`src/rtl/lif_chain.sv`:
```
// Chain of leaky integrate-and-fire neurons: neuron 0 takes the external current,
// each later neuron takes WEIGHT when its predecessor spiked on the previous edge.

module lif_neuron #(
    parameter int WIDTH          = 8,
    parameter int THRESHOLD      = 200,
    parameter int LEAK_SHIFT     = 1,
    parameter int REFRACT_CYCLES = 2
) (
    input  logic             clk_i,
    input  logic             rst_i,
    input  logic             en_i,
    input  logic [WIDTH-1:0] cur_i,
    output logic             spike_o,
    output logic [WIDTH-1:0] state_o
);
    localparam int RW = (REFRACT_CYCLES > 0) ? $clog2(REFRACT_CYCLES + 1) : 1;
    localparam logic [RW-1:0]  REFR_INIT = RW'(REFRACT_CYCLES);
    localparam logic [WIDTH:0] THR       = (WIDTH + 1)'(THRESHOLD);

    logic [WIDTH-1:0] state_q, state_d;
    logic [RW-1:0]    refr_q, refr_d;
    logic             spike_q, spike_d;
    logic [WIDTH:0]   sum;
    logic [WIDTH-1:0] sat;

    // One extra bit catches overflow so the sum clamps instead of wrapping.
    always_comb begin
        sum = {1'b0, state_q >> LEAK_SHIFT} + {1'b0, cur_i};
        sat = sum[WIDTH] ? '1 : sum[WIDTH-1:0];
    end

    always_comb begin
        state_d = state_q;
        refr_d  = refr_q;
        spike_d = 1'b0;
        if (en_i) begin
            if (refr_q != '0) begin
                state_d = '0;
                refr_d  = refr_q - 1'b1;
            end else if ({1'b0, sat} >= THR) begin
                spike_d = 1'b1;
                state_d = '0;
                refr_d  = REFR_INIT;
            end else begin
                state_d = sat;
            end
        end
    end

    always_ff @(posedge clk_i) begin
        if (rst_i) begin
            state_q <= '0;
            refr_q  <= '0;
            spike_q <= 1'b0;
        end else begin
            state_q <= state_d;
            refr_q  <= refr_d;
            spike_q <= spike_d;
        end
    end

    assign spike_o = spike_q;
    assign state_o = state_q;
endmodule

module lif_chain #(
    parameter int NUM_NEURONS    = 3,
    parameter int WIDTH          = 8,
    parameter int THRESHOLD      = 200,
    parameter int LEAK_SHIFT     = 1,
    parameter int REFRACT_CYCLES = 2,
    parameter int WEIGHT         = 255,
    parameter int CNT_WIDTH      = 16,
    parameter int SEL_W          = (NUM_NEURONS > 1) ? $clog2(NUM_NEURONS) : 1
) (
    input  logic                   clk_i,
    input  logic                   rst_i,
    input  logic                   en_i,
    input  logic [WIDTH-1:0]       current_i,
    input  logic [SEL_W-1:0]       sel_i,
    input  logic                   cnt_clr_i,
    output logic [NUM_NEURONS-1:0] spikes_o,
    output logic [WIDTH-1:0]       state_out_o,
    output logic [CNT_WIDTH-1:0]   spike_cnt_o
);
    localparam logic [WIDTH-1:0] WGT = WIDTH'(WEIGHT);

    logic [NUM_NEURONS-1:0][WIDTH-1:0] cur, st;
    logic [CNT_WIDTH-1:0]              cnt_q, cnt_d;

    genvar g;
    generate
        for (g = 0; g < NUM_NEURONS; g++) begin : g_lane
            if (g == 0) begin : g_head
                assign cur[g] = current_i;
            end else begin : g_link
                assign cur[g] = spikes_o[g-1] ? WGT : '0;
            end
            lif_neuron #(
                .WIDTH          (WIDTH),
                .THRESHOLD      (THRESHOLD),
                .LEAK_SHIFT     (LEAK_SHIFT),
                .REFRACT_CYCLES (REFRACT_CYCLES)
            ) u_neuron (
                .clk_i   (clk_i),
                .rst_i   (rst_i),
                .en_i    (en_i),
                .cur_i   (cur[g]),
                .spike_o (spikes_o[g]),
                .state_o (st[g])
            );
        end
    endgenerate

    // Unmatched select codes fall through to zero.
    always_comb begin
        state_out_o = '0;
        for (int i = 0; i < NUM_NEURONS; i++)
            if (sel_i == SEL_W'(i)) state_out_o = st[i];
    end

    always_comb begin
        cnt_d = cnt_q;
        if (cnt_clr_i)
            cnt_d = '0;
        else if (en_i && spikes_o[NUM_NEURONS-1] && !(&cnt_q))
            cnt_d = cnt_q + 1'b1;
    end

    always_ff @(posedge clk_i) begin
        if (rst_i) cnt_q <= '0;
        else       cnt_q <= cnt_d;
    end

    assign spike_cnt_o = cnt_q;
endmodule

```
`config.mk`:
```
export PLATFORM = sky130hd
export DESIGN_NAME = lif_chain
export DESIGN_NICKNAME = d
export VERILOG_FILES = /design/src/rtl/lif_chain.sv
export SDC_FILE = /design/constraint.sdc
export NUM_CORES = 1
export LEC_CHECK = 0
export CAP_MARGIN = 20
export CELL_PAD_IN_SITES_DETAIL_PLACEMENT = 1
export CELL_PAD_IN_SITES_GLOBAL_PLACEMENT = 1
export CORE_ASPECT_RATIO = 1.4
export CORE_MARGIN = 4
export CORE_UTILIZATION = 30
export CTS_CLUSTER_SIZE = 12
export DETAILED_ROUTE_END_ITERATION = 7
export MAX_ROUTING_LAYER = met4
export PLACE_DENSITY = 0.58
export SLEW_MARGIN = 10
export SYNTH_ARGS = -nofsm -noshare
export SYNTH_HDL_FRONTEND = slang
export SYNTH_SLANG_ARGS = --single-unit
export TNS_END_PERCENT = 1
```
`constraint.sdc`:
```
create_clock -name clk_i -period 9.9 [get_ports clk_i]
set_clock_uncertainty 0.05 [all_clocks]
set_input_delay 2.97 -clock clk_i [delete_from_list [all_inputs] [get_ports clk_i]]
set_output_delay 2.97 -clock clk_i [all_outputs]
set_load 0.01 [all_outputs]
```
Word level (Yosys, flattened, before mapping). Cells that the tools add are included.

Add/subtract/negate cells: 7. Magnitude comparators: 3. Equality and inequality tests: 2. Muxes and demuxes: 23. Bitwise operators: 1. Reduce and logical (&&, ||, !) cells: 18.

Operator list (number): 8-bit two-way mux (14); 7-bit by 8-bit adder with 9-bit output (3); 8-bit >= comparator (second input constant) (3); 16-bit by 1-bit adder with 16-bit output (second input constant) (1); 16-bit AND reduction (1); 2-bit two-way mux (6); 2-bit nonzero test (6); 3-bit OR reduction (3); 2-bit AND reduction (3); 2-bit by 1-bit subtractor with 2-bit output (second input constant) (3); 1-bit two-way mux (3); 2-bit by 1-bit == test with 1-bit output (second input constant) (1); 2-bit == test (second input constant) (1); 1-bit logical AND (2); 2-bit logical NOT (1); 2-bit OR reduction (1); 1-bit logical NOT (1); 1-bit inverter (1).

Register bits after elaboration: 49. Input bits: 14. Word-level logic and storage cells: 64.

Longest topological paths before layout.
Depth after elaboration: 6. Mapped depth: 9.

By module. From an unflattened synthesis, not the netlist that was laid out.

Cells, all modules: 422. Area total of the unflattened synthesis: 3399.5 um^2.

By module, submodules not included: lif_neuron (instances 3, cells each 99, area an instance 805.8 um^2, sequential area each 220.2 um^2); lif_chain (instances 1, cells each 125, area an instance 982.2 um^2, sequential area each 320.3 um^2).

Least setup slack after synthesis. Ideal clock, no wire load.

Path kind: input-to-output. From: input port sel_i[0]. To: output port state_out_o[0]. Arrival: 3.811 ns. Data required time: 6.880 ns. Path slack: 3.069 ns. Stages on the path: 5. Buffers on the path: 2. Cell sequence: clkbuf_1 nor2b_1 clkbuf_1 nand2_1 o21ai_0.

Word-level cells in the longest chain between the ends: 4. Elaborated cells on any way between the ends: 6. Classes of those cells: eq/ne (2); mux (3); reduce/logical (1).

RTL lines: from (decl) (line 81) `input logic [SEL_W-1:0] sel_i,`; 2-bit logical NOT (line 120) `if (sel_i == SEL_W'(i)) state_out_o = st[i];`; 8-bit two-way mux (2 in series) (line 120); 8-bit two-way mux * (line 120); to (decl) (line 84) `output logic [WIDTH-1:0] state_out_o,`.

Mark *: on every way between the ends. The rest lies on a longest branch, timed or not.

Worst setup path after layout.
From: input port sel_i[0]. To: output port state_out_o[5].

Same word-level chain as after synthesis.

==> summary.txt <==
Run status
  – Status: finished, final reports clean

CTS
  – Clock root buffer: clkbuf_16
  – Clock latency on the worst-skew pair: 0.30 ns
  – Gates resized, CTS repair: 0
  – Clock sink count: 49
  – Number of buffers on the longest clock path: 2
  – Number of buffers created by CTS: 5
  – Post-cts hold buffer count: 0
  – Clock tree from TritonCTS: yes
  – Total setup buffers inserted after CTS: 0
  – CTS H-Tree Depth: 2
  – Clk slew on worst S/H paths: 0.07 ns

Critical path
  – Critical path depth: 5
  – Longest individual stage delay on the worst path: 0.72 ns
  – Crit path buf inv count: 2
  – Required time of the critical path: 6.88 ns
  – Reg2Reg Depth: 7
  – Worst-path maximum fanout: 9
  – List of cells traversed by the critical path: clkdlybuf4s50_1 -> nor2b_1 -> nand2_1 -> o21ai_0 -> clkdlybuf4s50_1
  – Element type at the critical path start: input port
  – Slowest cell on the critical path: clkdlybuf4s50_1
  – Setup Crit Path Kind: input port to primary output
  – Most used cell along the critical path: clkdlybuf4s50_1
  – Worst Path Arrival: 5.18 ns
  – Critical path capture point type: primary output
  – CP delay by family, top: buffers and inverters

Final layout
  – Antenna diode instance count: 0
  – Fin nets: 516
  – Area growth from synthesis to layout: 18.9%
  – Count of filler cells inserted in the layout: 1430
  – Final instance area: 4270 µm²
  – Ratio of cells with drive above 1 in the final layout: 6.81%

Synth
  – Flip-flop and latch count after synthesis: 49
  – Area of the mapped netlist: 3590 µm²
  – Sequential area share after synthesis: 27.3%
  – Main combinational cell family by area after synthesis: compound AO/OA/AOI/OAI gates
  – Mux share of post-synthesis cell area: 5.30%
  – Most frequently used cell type in the post-synthesis netlist: nand2_1
  – Mean cell area of the mapped netlist: 8.19 µm²
  – Prevailing post-synth register cell: dfxtp_1
  – Share of the synthesized area in compound gates (AO/OA/AOI/OAI): 23.1%
  – Number of synthesized flops with an enable pin: 0
  – Share of synthesized registers carrying an async set or reset: 0%
  – Simple-gate area share of the yosys netlist: 21.8%
  – Synthesis warning total: 0
  – Top cells by area in the synthesized netlist: dfxtp_1 (27%), ha_1 (10%), nand2_1 (5.2%)
  – Net count after synthesis: 485
  – Library cells used by synthesis: 64
  – Share of synthesized cell area in full adder, half adder and majority cells: 12.1%
  – XOR/XNOR share of the synthesized area: 5.86%
  – Synth Instances: 438
  – Yosys top cell by area: dfxtp_1
  – Area share of the largest cell type after synthesis: 27.3%
  – Synth top cells by count: nand2_1 (50), dfxtp_1 (49), nor2_1 (46)

Placed design
  – Place WS: 1.69 ns
  – Detailed placer's ending HPWL: 8.07 mm
  – IO Port Bufs: 40
  – Routability Congestion: 0.824
  – Placed cell areas: 4100 µm²

Worst hold path
  – Worst hold stages: 2
  – Min-delay worst type: flop to flop

Pwr
  – Combinational fraction of design power: 27.3%
  – Total power density per cell area: 136 nW/µm²
  – Switching Share: 31.9%
  – Sequential Power Share: 38.5%
  – NetSw: 0.000185 W
  – Max rail drop VDD: 0.0767 mV
  – Proportion of power drawn by the clock network: 34.3%
  – Static leakage: 1.66 nW
  – Internal power: 0.000395 W

Detailed routing
  – Total wire length: 10.1 mm
  – Routed WL per cell: 16.4 µm
  – Drt first pass iters: 4
  – DRC Markers: 0
  – Via count: 3291
  – Routed Antenna Nets: 0
  – Initial detailed-routing violation count: 79
  – Via density per instance: 5.33

Floorplan
  – Starting density of the core: 30.5%
  – Die area: 13800 µm²
  – Die extent in y: 137 µm
  – Total core area: 11800 µm²
  – Total number of placement rows: 47
  – Chip width: 100 µm
  – Io pins: 41

Global routing
  – Total global routing track utilization: 15.7%
  – Pin count of the biggest net entering global routing: 25
  – Initial antenna violation count: 0
  – Global route total overflow: 0
  – Global-route wire length before repair: 17.1 mm
  – Via count of the first global-routing pass: 3469

STA
  – Transition time at the pin with the least slew margin: 0.904 ns
  – Setup Total Neg Slack: 0 ns
  – Setup repair after global routing missed its margin: false
  – Final setup fails: 0
  – Maximum frequency from static timing analysis: 122 MHz
  – Minimum period implied by the final worst setup slack: 8.20 ns
  – Number of slew-limit violations in the final report: 0
  – Post-route fraction of the period consumed by the critical path: 82.8%
  – Number of endpoints with negative hold slack in the final report: 0
  – Final WS setup: 1.70 ns
  – Slew headroom: 38.8%

Job
  – Count of maximum capacitance violations: 0
[cell type report]
type	instances	area [µm²]	share of cell area, %
multi-input cells	353	2450	57.4
flip-flops and latches	49	981	23.0
repair buffers	43	423	9.91
well taps	147	184	4.31
clock buffers	6	129	3.02
inverters	17	63.8	1.50
clock inverters	2	38.8	0.909
[cell families (layout without fill, tap and decap cells)]
kind of cell    after synthesis  in the layout
fa+ha+maj                    33             33
compound gates              118            118
xor+xnor                     24             24
buf+inv                      36             68
mux                          18             18
simple gates                160            160
flops                        49             49
[flip-flops by register name (all words and copies together) (netlist names)]
register and cells:
spike_cnt_o 16, g_lane.u_neuron.state_o 24, g_lane.u_neuron.refr_q 6, g_lane.u_neuron.spike_o 3
[metal layers]
metal | track usage [%] | vias up | share of wire (%)
met3 | 1.98 | 7 | 2.4
met2 | 29.4 | 34 | 54
li1 | - | 1627 | -
met4 | 4.04 | 0 | 1.3
met5 | - | - | 0
met1 | 17.3 | 1623 | 43
[power by group through the flow]
stage / combinational [W] / sequential [W] / clock [W]
6_report: 0.000158 / 0.000223 / 0.000199
5_1_grt: 0.000180 / 0.000225 / 0.000211
4_1_cts: 0.000161 / 0.000223 / 0.000204
3_5_place_dp: 0.000160 / 0.000228 / 0
3_3_place_gp: 0.000156 / 0.000229 / 0
2_1_floorplan: 0.000120 / 0.000220 / 0
[stage by stage]
step / util [%] / cells / hold WS [ns] / total power [W]
6_report: 36.3 / 617 / 0.421 / 0.000580
5_1_grt: 36.3 / 617 / 0.435 / 0.000615
4_1_cts: 36.3 / 617 / 0.419 / 0.000589
3_5_place_dp: 34.9 / 609 / 0.403 / 0.000388
3_3_place_gp: 34.8 / 608 / 0.401 / 0.000385
2_1_floorplan: - / 438 / 0.374 / 0.000340
[path summary, 6_finish.rpt]
check	startpoint	endpoint	slack, ns
worst min register to register	g_lane[2].u_neuron.state_o[0]$_SDFFE_PP0P_	g_lane[2].u_neuron.state_o[0]$_SDFFE_PP0P_	0.42
worst max-delay path	sel_i[0]	state_out_o[5]	1.70
worst max register to register	g_lane[0].u_neuron.spike_o$_SDFF_PP0_	g_lane[1].u_neuron.state_o[0]$_SDFFE_PP0P_	6.54
worst min-delay path	g_lane[2].u_neuron.state_o[0]$_SDFFE_PP0P_	g_lane[2].u_neuron.state_o[0]$_SDFFE_PP0P_	0.42
[placed cells by master (no fill, tap or decap), drive strengths merged, types with 2 or more instances in the layout]
cell type,count
nand2,50
dfxtp,49
nor2,46
clkdlybuf4s50,40
ha,30
o21ai,29
a21oi,25
xor2,19
inv,17
nand3,15
mux2i,13
nand2b,9
a211oi,9
o21bai,8
nand4,7
o211ai,7
o31ai,6
clkbuf,6
nor3,6
o21a,5
xnor2,5
mux2,5
or2,4
a21o,4
o2111ai,4
or3,4
and3,4
nor2b,3
o22ai,3
a31oi,3
a211o,3
fa,3
buf,3
and4,2
nand3b,2
and2,2
a31o,2
nor4,2
o221ai,2
[worst reg2reg max path: cells and delay by family, from the launching register on]
family / cells / cell delay (ns)
AOI/OAI and AO/OA: 4 / 1.46
DFF: 1 / 0.73
muxes: 1 / 0.39
and+or+nand+nor: 1 / 0.13
adders and majority gates: 1 / 0.46
(Power assumes the default switching activity.)
